[config.mk]
export PLATFORM = sky130hd
export DESIGN_NAME = imuldiv_muldiv_issue_flat
export DESIGN_NICKNAME = d
export VERILOG_FILES = /design/src/rtl/imuldiv_muldiv_issue_if.sv /design/src/rtl/imuldiv_muldiv_issue.sv /design/src/flat_wrapper.sv
export SDC_FILE = /design/constraint.sdc
export NUM_CORES = 1
export LEC_CHECK = 0
export ABC_AREA = 1
export BUFFER_PORTS_ARGS = -buffer_cell sky130_fd_sc_hd__buf_2
export CAP_MARGIN = 10
export CORE_AREA = 2 2 99 101
export CTS_CLUSTER_DIAMETER = 40
export CTS_CLUSTER_SIZE = 20
export DETAILED_ROUTE_END_ITERATION = 10
export DIE_AREA = 0 0 101 103
export PLACE_DENSITY = 0.73
export SLEW_MARGIN = 10
export SYNTH_ARGS = -nofsm -noshare
export SYNTH_HDL_FRONTEND = slang
export SYNTH_SLANG_ARGS = --single-unit
[constraint.sdc]
create_clock -name clk -period 4.99 [get_ports clk]
set_input_delay 0.2495 -clock clk [delete_from_list [all_inputs] [get_ports clk]]
set_output_delay 0.2495 -clock clk [all_outputs]
set_load 0.02 [all_outputs]
[src/rtl/imuldiv_muldiv_issue_if.sv]
// Purpose: bundles the command, muldiv request/response and writeback handshakes of the issue block.
// Latency: none; signal container only.
// Backpressure: carries val/rdy pairs for each channel; the issue block uses the slave side.
interface imuldiv_muldiv_issue_if;
  // execute-stage command
  logic        cmd_val;
  logic        cmd_rdy;
  logic [2:0]  cmd_fn;
  logic [31:0] cmd_a;
  logic [31:0] cmd_b;
  logic [4:0]  cmd_dst;
  // request toward the muldiv unit
  logic [2:0]  muldivreq_msg_fn;
  logic [31:0] muldivreq_msg_a;
  logic [31:0] muldivreq_msg_b;
  logic        muldivreq_val;
  logic        muldivreq_rdy;
  // response from the muldiv unit
  logic [63:0] muldivresp_msg_result;
  logic        muldivresp_val;
  logic        muldivresp_rdy;
  // registered writeback
  logic        wb_val;
  logic        wb_rdy;
  logic [4:0]  wb_dst;
  logic [31:0] wb_data;
  logic [3:0]  inflight;

  // environment side: issue logic, muldiv unit and writeback consumer
  modport master (
    output cmd_val, cmd_fn, cmd_a, cmd_b, cmd_dst,
    output muldivreq_rdy, muldivresp_msg_result, muldivresp_val, wb_rdy,
    input  cmd_rdy, muldivreq_msg_fn, muldivreq_msg_a, muldivreq_msg_b, muldivreq_val,
    input  muldivresp_rdy, wb_val, wb_dst, wb_data, inflight
  );

  // issue block side
  modport slave (
    input  cmd_val, cmd_fn, cmd_a, cmd_b, cmd_dst,
    input  muldivreq_rdy, muldivresp_msg_result, muldivresp_val, wb_rdy,
    output cmd_rdy, muldivreq_msg_fn, muldivreq_msg_a, muldivreq_msg_b, muldivreq_val,
    output muldivresp_rdy, wb_val, wb_dst, wb_data, inflight
  );
endinterface

[src/rtl/imuldiv_muldiv_issue.sv]
// Purpose: issues mul/div/rem commands to the muldiv unit and pairs in-order responses with their dst tags.
// Latency: command->request 0 cycles (pass-through); response->writeback 1 cycle (registered).
// Backpressure: commands stall when DEPTH tags are in flight; responses stall while writeback is held.
module imuldiv_muldiv_issue #(
  parameter int DEPTH = 2
) (
  input  logic                 clk,
  input  logic                 reset,
  imuldiv_muldiv_issue_if.slave io
);

  localparam int PW = (DEPTH > 1) ? $clog2(DEPTH) : 1;

  logic [PW-1:0]    head;
  logic [PW-1:0]    tail;
  logic [3:0]       count;
  logic [DEPTH-1:0] tag_sel_hi;
  logic [4:0]       tag_dst [DEPTH];

  logic        wb_val_r;
  logic [4:0]  wb_dst_r;
  logic [31:0] wb_data_r;

  logic full;
  logic empty;
  logic push;
  logic pop;
  logic cmd_sel_hi;
  logic resp_rdy;

  // Full/empty come only from the registered count so no combinational path runs response -> command.
  assign full       = (count == 4'(DEPTH));
  assign empty      = (count == 4'd0);
  // rem/remu write back the remainder half; everything else (including unused codes 5..7) takes the low word.
  assign cmd_sel_hi = (io.cmd_fn == 3'd3) || (io.cmd_fn == 3'd4);
  assign resp_rdy   = !empty && (!wb_val_r || io.wb_rdy);
  assign push       = io.cmd_val && io.cmd_rdy;
  assign pop        = io.muldivresp_val && resp_rdy;

  assign io.muldivreq_msg_fn = io.cmd_fn;
  assign io.muldivreq_msg_a  = io.cmd_a;
  assign io.muldivreq_msg_b  = io.cmd_b;
  assign io.muldivreq_val    = io.cmd_val && !full;
  assign io.cmd_rdy          = io.muldivreq_rdy && !full;
  assign io.muldivresp_rdy   = resp_rdy;
  assign io.wb_val           = wb_val_r;
  assign io.wb_dst           = wb_dst_r;
  assign io.wb_data          = wb_data_r;
  assign io.inflight         = count;

  // Tag FIFO pointers and occupancy; pointers wrap naturally because DEPTH is a power of two.
  always_ff @(posedge clk or negedge reset) begin
    if (!reset) begin
      head  <= '0;
      tail  <= '0;
      count <= 4'd0;
    end else begin
      if (push) tail <= tail + PW'(1);
      if (pop)  head <= head + PW'(1);
      count <= count + {3'd0, push} - {3'd0, pop};
    end
  end

  // Tag storage: {sel_hi, dst} written at the tail on each accepted command.
  always_ff @(posedge clk or negedge reset) begin
    if (!reset) begin
      tag_sel_hi <= '0;
      for (int i = 0; i < DEPTH; i++) tag_dst[i] <= 5'd0;
    end else if (push) begin
      tag_sel_hi[tail] <= cmd_sel_hi;
      tag_dst[tail]    <= io.cmd_dst;
    end
  end

  // Writeback register: a pop reloads it even while the previous word drains, giving bubble-free writeback.
  always_ff @(posedge clk or negedge reset) begin
    if (!reset) begin
      wb_val_r  <= 1'b0;
      wb_dst_r  <= 5'd0;
      wb_data_r <= 32'd0;
    end else if (pop) begin
      wb_val_r  <= 1'b1;
      wb_dst_r  <= tag_dst[head];
      wb_data_r <= tag_sel_hi[head] ? io.muldivresp_msg_result[63:32]
                                    : io.muldivresp_msg_result[31:0];
    end else if (wb_val_r && io.wb_rdy) begin
      wb_val_r <= 1'b0;
    end
  end

endmodule
[src/flat_wrapper.sv]
// flat-port wrapper written by rule: the top's interface ports become plain ports
module imuldiv_muldiv_issue_flat 
#(
  parameter int DEPTH = 2
)
  (clk, reset, io_cmd_val, io_cmd_fn, io_cmd_a, io_cmd_b, io_cmd_dst, io_muldivreq_rdy, io_muldivresp_msg_result, io_muldivresp_val, io_wb_rdy, io_cmd_rdy, io_muldivreq_msg_fn, io_muldivreq_msg_a, io_muldivreq_msg_b, io_muldivreq_val, io_muldivresp_rdy, io_wb_val, io_wb_dst, io_wb_data, io_inflight);
  imuldiv_muldiv_issue_if io_i ();
  input  logic clk;
  input  logic reset;
  input wire logic [$bits(io_i.cmd_val)-1:0] io_cmd_val;
  input wire logic [$bits(io_i.cmd_fn)-1:0] io_cmd_fn;
  input wire logic [$bits(io_i.cmd_a)-1:0] io_cmd_a;
  input wire logic [$bits(io_i.cmd_b)-1:0] io_cmd_b;
  input wire logic [$bits(io_i.cmd_dst)-1:0] io_cmd_dst;
  input wire logic [$bits(io_i.muldivreq_rdy)-1:0] io_muldivreq_rdy;
  input wire logic [$bits(io_i.muldivresp_msg_result)-1:0] io_muldivresp_msg_result;
  input wire logic [$bits(io_i.muldivresp_val)-1:0] io_muldivresp_val;
  input wire logic [$bits(io_i.wb_rdy)-1:0] io_wb_rdy;
  output wire logic [$bits(io_i.cmd_rdy)-1:0] io_cmd_rdy;
  output wire logic [$bits(io_i.muldivreq_msg_fn)-1:0] io_muldivreq_msg_fn;
  output wire logic [$bits(io_i.muldivreq_msg_a)-1:0] io_muldivreq_msg_a;
  output wire logic [$bits(io_i.muldivreq_msg_b)-1:0] io_muldivreq_msg_b;
  output wire logic [$bits(io_i.muldivreq_val)-1:0] io_muldivreq_val;
  output wire logic [$bits(io_i.muldivresp_rdy)-1:0] io_muldivresp_rdy;
  output wire logic [$bits(io_i.wb_val)-1:0] io_wb_val;
  output wire logic [$bits(io_i.wb_dst)-1:0] io_wb_dst;
  output wire logic [$bits(io_i.wb_data)-1:0] io_wb_data;
  output wire logic [$bits(io_i.inflight)-1:0] io_inflight;
  assign io_i.cmd_val = io_cmd_val;
  assign io_i.cmd_fn = io_cmd_fn;
  assign io_i.cmd_a = io_cmd_a;
  assign io_i.cmd_b = io_cmd_b;
  assign io_i.cmd_dst = io_cmd_dst;
  assign io_i.muldivreq_rdy = io_muldivreq_rdy;
  assign io_i.muldivresp_msg_result = io_muldivresp_msg_result;
  assign io_i.muldivresp_val = io_muldivresp_val;
  assign io_i.wb_rdy = io_wb_rdy;
  assign io_cmd_rdy = io_i.cmd_rdy;
  assign io_muldivreq_msg_fn = io_i.muldivreq_msg_fn;
  assign io_muldivreq_msg_a = io_i.muldivreq_msg_a;
  assign io_muldivreq_msg_b = io_i.muldivreq_msg_b;
  assign io_muldivreq_val = io_i.muldivreq_val;
  assign io_muldivresp_rdy = io_i.muldivresp_rdy;
  assign io_wb_val = io_i.wb_val;
  assign io_wb_dst = io_i.wb_dst;
  assign io_wb_data = io_i.wb_data;
  assign io_inflight = io_i.inflight;
  imuldiv_muldiv_issue #(.DEPTH(DEPTH)) u_core (.clk(clk), .reset(reset), .io(io_i));
endmodule
==> results of run 1 <==
-- synth_stat cells, drive strengths merged --
cell    count
or2         5
dfrtp      56
a21oi       1
ha          5
fa          1
o21ai      11
xnor2       2
xor2        1
nand2     247
inv        19
nor2        5
nand3       5
buf        79
nand4       2
clkbuf      1
-- worst reg2reg max path: stages (launching register included) --
cell,delay [ns]
dfrtp_1,0.35
inv_1,0.06
ha_1,0.23
nand3_2,0.11
nand3_4,0.39
inv_2,0.61
ha_1,0.34
inv_1,0.06
ha_1,0.16
inv_1,0.05
fa_1,0.48
inv_1,0.04
-- sequential cells by signal (all words and copies together), names as in the netlist --
signal	flops
u_core.io.wb_val	1
u_core.io.wb_dst	5
u_core.head	1
u_core.tail	1
u_core.tag_dst	10
u_core.io.wb_data	32
u_core.io.inflight	4
u_core.tag_sel_hi	2
-- power groups by stage --
stage	clock network [mW]	logic, mW	registers (mW)
4_1_cts	0.270	1.19	0.814
2_1_floorplan	0	0.736	1.01
3_5_place_dp	0	1.18	0.821
3_3_place_gp	0	1.15	0.813
5_1_grt	0.287	1.31	0.840
6_report	0.253	1.16	0.812
-- kinds of logic after synthesis --
| logic type | count (synthesis) | synth area share [%] |
|---|---|---|
| AOI/OAI and AO/OA | 12 | 1.791 |
| xor gates and xnor gates | 3 | 0.7837 |
| adders and majority gates | 6 | 2.463 |
| buffers and inverters | 99 | 20.15 |
| DFF | 56 | 41.79 |
| and+or+nand+nor | 264 | 33.02 |
-- per-stage QoR --
stage                     total power, mW  area, um^2
after global routing                2.441        3615
after detailed placement            2.004        3525
after floorplan                     1.749        3353
after CTS                           2.269        3615
final                               2.230        3615
after global placement              1.959        3525
-- how the worst max path moves through the flow --
stage	from	endpoint	cells after the start
final	u_core.io.inflight[2]	u_core.io.inflight[1]	11
after global placement	u_core.io.inflight[2]	u_core.io.inflight[1]	11
after floorplan	u_core.io.inflight[2]	u_core.io.inflight[2]	12
after detailed placement	u_core.io.inflight[2]	u_core.io.inflight[1]	11
after global routing	u_core.io.inflight[3]	u_core.io.inflight[2]	11
after CTS	u_core.io.inflight[2]	u_core.io.inflight[1]	11
-- per-layer routing --
layer  wire (um)  global-route usage [%]  up-vias
li1            -                       -     1360
met1        2974                   15.25     1238
met2        3601                   25.13      112
met3         548                   4.136       34
met4         258                   6.653        0
met5           0                       0        -
-- layout make-up --
type                            count  area (um^2)  area share, %
Timing Repair Buffer              126        633.1          17.51
Clock buffer                        8        90.09          2.492
Sequential cell                    56         1401          38.77
Multi-Input combinational cell    285         1276          35.31
Tap cell                          114        142.6          3.946
Inverter                           19        71.32          1.973
==> impl_metrics.yaml, run 1 <==
run_status:
  status: "finished, final reports clean"
floorplan:
  io_pins: 254
  num_rows: 36
  core_um2: 9459
  dieArea_um2: 10400
  dieHeight_um: 103
  die-width_um: 101
  initial_core_util_pct: 35.45
hold_path:
  hold_path.class: "input port to asynchronous set/reset pin"
synth:
  ys_types: 23
  ys.warnings.count: 0
  syn_nets: 588
  ys_seq_area_share_pct: 41.79
  yosys.area.top_type: "dfrtp_1"
  ys_ff_latch: 56
  netlist_area_um2: 3353
  synthTopCellsByArea: "dfrtp_1 (42%), nand2_1 (25%), buf_4 (15%)"
  yosys.area.top_type_share_pct: 41.79
  avgSynthCellArea_um2: 7.621
  syn-instance-count: 440
clock_tree:
  cts_root_buffer: "clkbuf_8"
  numCtsBuffers: 5
  tritoncts: "done"
  clk_latency_ns: 0.30
  cts_resized: 0
  postCtsSetupBuffers: 0
  numClockSinks: 56
  hold_buffers: 0
  htreeDepth: 2
  clk_pin_slew_ns: 0.09
  cts.path.max_buffers: 2
final_layout:
  final_cells: 608
  num_antenna_cells: 0
  fillCellCount: 995
  fin_nets: 641
  syn2layout_area_growth_pct: 7.799
  fin_util_pct: 38.21
  drive_gt1_share_pct: 34.21
  final_common_cell: "nand2_1"
  final_cell_mix: "nand2_1 (223), buf_2 (125), dfrtp_1 (56)"
worst_setup_path:
  cp_top_family: "adder cells"
  critical-path-slowest-cell: "inv_2"
  crit_type: "register to register"
  rr_worst_depth: 11
  crit_path_end_kind: "register"
  r2r-start: "u_core.io.inflight[2]"
  path_buf_inv: 5
  path_cells: "inv_1 > ha_1 > nand3_2 > nand3_4 > inv_2 > ha_1 > inv_1 > ha_1 > inv_1 > fa_1 > inv_1"
  cpPeakStageDelay_ns: 0.60
  crit_fanout: 45
  crit_path_frequent_cell: "inv_1"
  required_ns: 5.19
  cp_data_arrival_time_ns: 3.19
  r2r_slack_ns: 2.01
  cp-start-kind: "register"
  r2r_end: "u_core.io.inflight[1]"
power:
  combPwrFrac_pct: 52.2
  total_leakage_power_nw: 2.177
  vdd_drop_max_v: 0.0002201
  pwr-share-clk_pct: 11.3
  p_switching_mw: 1.047
  p_int_mw: 1.183
  p_seq_share_pct: 36.4
  netSwitchingFraction_pct: 46.94
  powerDensity_nw_per_um2: 616.9
flow_run:
  drv_cap: 0
detailed_routing:
  wl_mm: 7.383
  drc: 0
  drt_pre_antenna_iters: 5
  drtAntennaViolNets: 0
  via_per_inst: 4.513
  avgRoutedWirePerCell_um: 12.14
  drtIter0Drc: 90
  num_vias: 2744
timing:
  fin_crit_sh_pct: 59.77
  slew-limit-headroom_pct: 52.80
  setup_violations: 0
  tns_ns: 0
  tightestPinTransition_ns: 0.7080
  slew_viol_final: 0
  layout_setup_ws_ns: 2.008
  finClkSkew_ns: 0.005672
  period_needed_ns: 2.982
  final_hold_viol_count: 0
  rsz0062_at_grt: "no"
  fin_hold_ws_ns: 0.07761
  fmax_mhz: 335.3
global_routing:
  grt_pass1_vias: 2574
  overflow: 0
  track_usage_pct: 14.02
  grt_max_degree: 57
  grt_pass1_wl_mm: 11.73
  antenna_found_initial: 0
placed_design:
  dp_cells: 600
  port_buffers: 125
  post-place-ws_ns: 1.973
  dp_hpwl_mm: 5.428
  gp_congestion: 0.7709
No activity file was read; power rests on OpenSTA's default activity.
==> inputs of run 2 (changes only) <==
- ABC_AREA: 1 -> 0
- PLACE_DENSITY: 0.73 -> 0.72
- clock period: 4.99 -> 3 ns (I/O delays scaled with it)
==> impl_metrics.yaml, run 2 <==
synth:
  syn-instance-count: 253
  synthSimpleGateAreaFrac_pct: 1.898
  synthTopCellsByArea: "dfrtp_1 (43%), mux2_2 (28%), buf_4 (16%)"
  ys_types: 27
  synth-xor-area-share_pct: 1.085
  synth_ff_type: "dfrtp_1"
  synth_adder_area_share_pct: 2.557
  yosys.area.top_type_share_pct: 43.39
  syn_nets: 401
  synth_top_family_by_area: "multiplexers"
  ys_ff_latch: 56
  avgSynthCellArea_um2: 12.76
  ys_seq_area_share_pct: 43.39
  synth_compound_gate_area_share_pct: 1.434
  synth_common_cells: "mux2_2 (80), buf_4 (69), dfrtp_1 (56), inv_1 (9)"
  netlist_area_um2: 3229
  yosys.cell_count.top_type: "mux2_2"
  synthMuxAreaShare_pct: 30.80
  synth_edf_count: 0
  ys.warnings.count: 0
  yosys.area.top_type: "dfrtp_1"
  synth-async-reset-ratio_pct: 100.0
floorplan:
  initial_core_util_pct: 34.14
  dieHeight_um: 103
  dieArea_um2: 10400
  die-width_um: 101
  core_um2: 9459
  io_pins: 254
  num_rows: 36
worst_setup_path:
  required_ns: 3.21
  crit_fanout: 2
  cp_data_arrival_time_ns: 2.42
  crit_type: "register to register"
  r2r-start: "u_core.io.inflight[2]"
  rr_worst_depth: 10
  r2r_end: "u_core.io.inflight[2]"
  crit_path_end_kind: "register"
  r2r_slack_ns: 0.78
  cp-start-kind: "register"
final_layout:
  largest_reg_flops: 32
  final_cell_mix: "buf_2 (125), mux2_2 (80), dfrtp_1 (56)"
  fin_util_pct: 37.65
  final_cells: 428
  fin_nets: 461
  drive_gt1_share_pct: 70.38
  final_area_um2: 3561
  syn2layout_area_growth_pct: 10.27
  num_antenna_cells: 0
  final_common_cell: "buf_2"
hold_path:
  hold_path_end: "u_core.tag_dst[1]"
  hold_path.class: "input port to register"
  min_from: "io_cmd_dst[1]"
  hold_depth: 2
timing:
  period_needed_ns: 2.216
  slew-limit-headroom_pct: 42.36
  fin_hold_ws_ns: 0.07235
  rsz0062_at_grt: "no"
  tightestPinTransition_ns: 0.8646
  layout_setup_ws_ns: 0.7844
  fin_crit_sh_pct: 73.85
  setup_violations: 0
  final_hold_viol_count: 0
  finClkSkew_ns: 0.006662
  fmax_mhz: 451.3
  slew_viol_final: 0
  tns_ns: 0
clock_tree:
  postCtsSetupBuffers: 0
  numCtsBuffers: 5
  numClockSinks: 56
  cts_root_buffer: "clkbuf_8"
  clk_pin_slew_ns: 0.10
  cts.path.max_buffers: 2
  tritoncts: "done"
  clk_latency_ns: 0.32
  htreeDepth: 2
global_routing:
  grt_pass1_vias: 2027
  overflow: 0
  track_usage_pct: 12.13
  grt_max_degree: 39
  grt_pass1_wl_mm: 9.804
  antenna_found_initial: 0
detailed_routing:
  drt_pre_antenna_iters: 2
  num_vias: 1998
  via_per_inst: 4.668
  drtAntennaViolNets: 0
  wl_mm: 6.776
  avgRoutedWirePerCell_um: 15.83
  drtIter0Drc: 69
  drc: 0
placed_design:
  port_buffers: 125
  dp_hpwl_mm: 5.201
  place_area_um2: 3460
  post-place-ws_ns: 0.8059
  gp_congestion: 0.7138
  dp_cells: 419
run_status:
  status: "finished, final reports clean"
flow_run:
  drv_cap: 0
power:
  fin_total_pwr_mw: 3.648
  vdd_drop_max_v: 0.0004137
  total_leakage_power_nw: 1.723
  powerDensity_nw_per_um2: 1025
run 2: cell count changes in the layout (fill, tap and decap cells not counted), moves of 3 or more:
cell | before | now
nand2_1 | 223 | 1
mux2_2 | 0 | 80
nand2_2 | 22 | 0
o21ai_0 | 11 | 1
inv_1 | 15 | 9
mux2_1 | 0 | 5
or2_2 | 5 | 0
inv_2 | 4 | 0
nand3_1 | 3 | 0
nor2_1 | 3 | 0
run 2: cell families (layout without fill, tap and decap cells):
kind of cell	Yosys count	count (layout)
adders and majority gates	6	6
DFF	56	56
buffers and inverters	85	146
muxes	87	87
AOI/OAI and AO/OA	6	6
and+or+nand+nor	9	9
xor gates and xnor gates	4	4
run 2: per-layer routing:
layer  GRT usage [%]  share of wire, %
met5               0                 0
met4           5.925               2.9
met3           3.525               7.4
met2           20.82                51
met1           13.93                38
run 2: worst max-delay path, stage by stage (launching register included):
cell	delay (ns)
dfrtp_1	0.39
inv_1	0.08
ha_1	0.18
inv_1	0.06
o311a_2	0.34
ha_1	0.27
inv_1	0.05
ha_1	0.16
inv_1	0.06
fa_1	0.38
xnor2_1	0.14
run 2: worst max-delay path by stage:
stage                           from               endpoint  slack (ns)  depth (start not counted)
2_1_floorplan  u_core.io.inflight[2]  u_core.io.inflight[2]        0.50                         12
3_5_place_dp   u_core.io.inflight[2]  u_core.io.inflight[1]        0.81                         10
3_3_place_gp   u_core.io.inflight[2]  u_core.io.inflight[2]        0.82                         10
6_report       u_core.io.inflight[2]  u_core.io.inflight[2]        0.78                         10
5_1_grt        u_core.io.inflight[2]  u_core.io.inflight[2]        0.65                         10
4_1_cts        u_core.io.inflight[2]  u_core.io.inflight[2]        0.78                         10
run 2: layout make-up:
cell class / count / area, um^2
Multi-Input combinational cell: 112 / 1221
Clock buffer: 5 / 68.82
Inverter: 9 / 33.78
Timing Repair Buffer: 129 / 670.6
Tap cell: 114 / 142.6
Fill cell: 937 / 5898
Sequential cell: 56 / 1401
Clock inverter: 3 / 22.52
run 2: power by group:
part | switching [mW] | leakage, nW | internal [mW]
clock network | 0.263 | 0.0485 | 0.168
registers | 0.222 | 0.659 | 1.14
logic | 0.934 | 1.02 | 0.921
run 2: what timing repair did:
item,CTS,global route
resized for setup,0,0
hold buffers,1,0
endpoints found under the hold margin,36,0
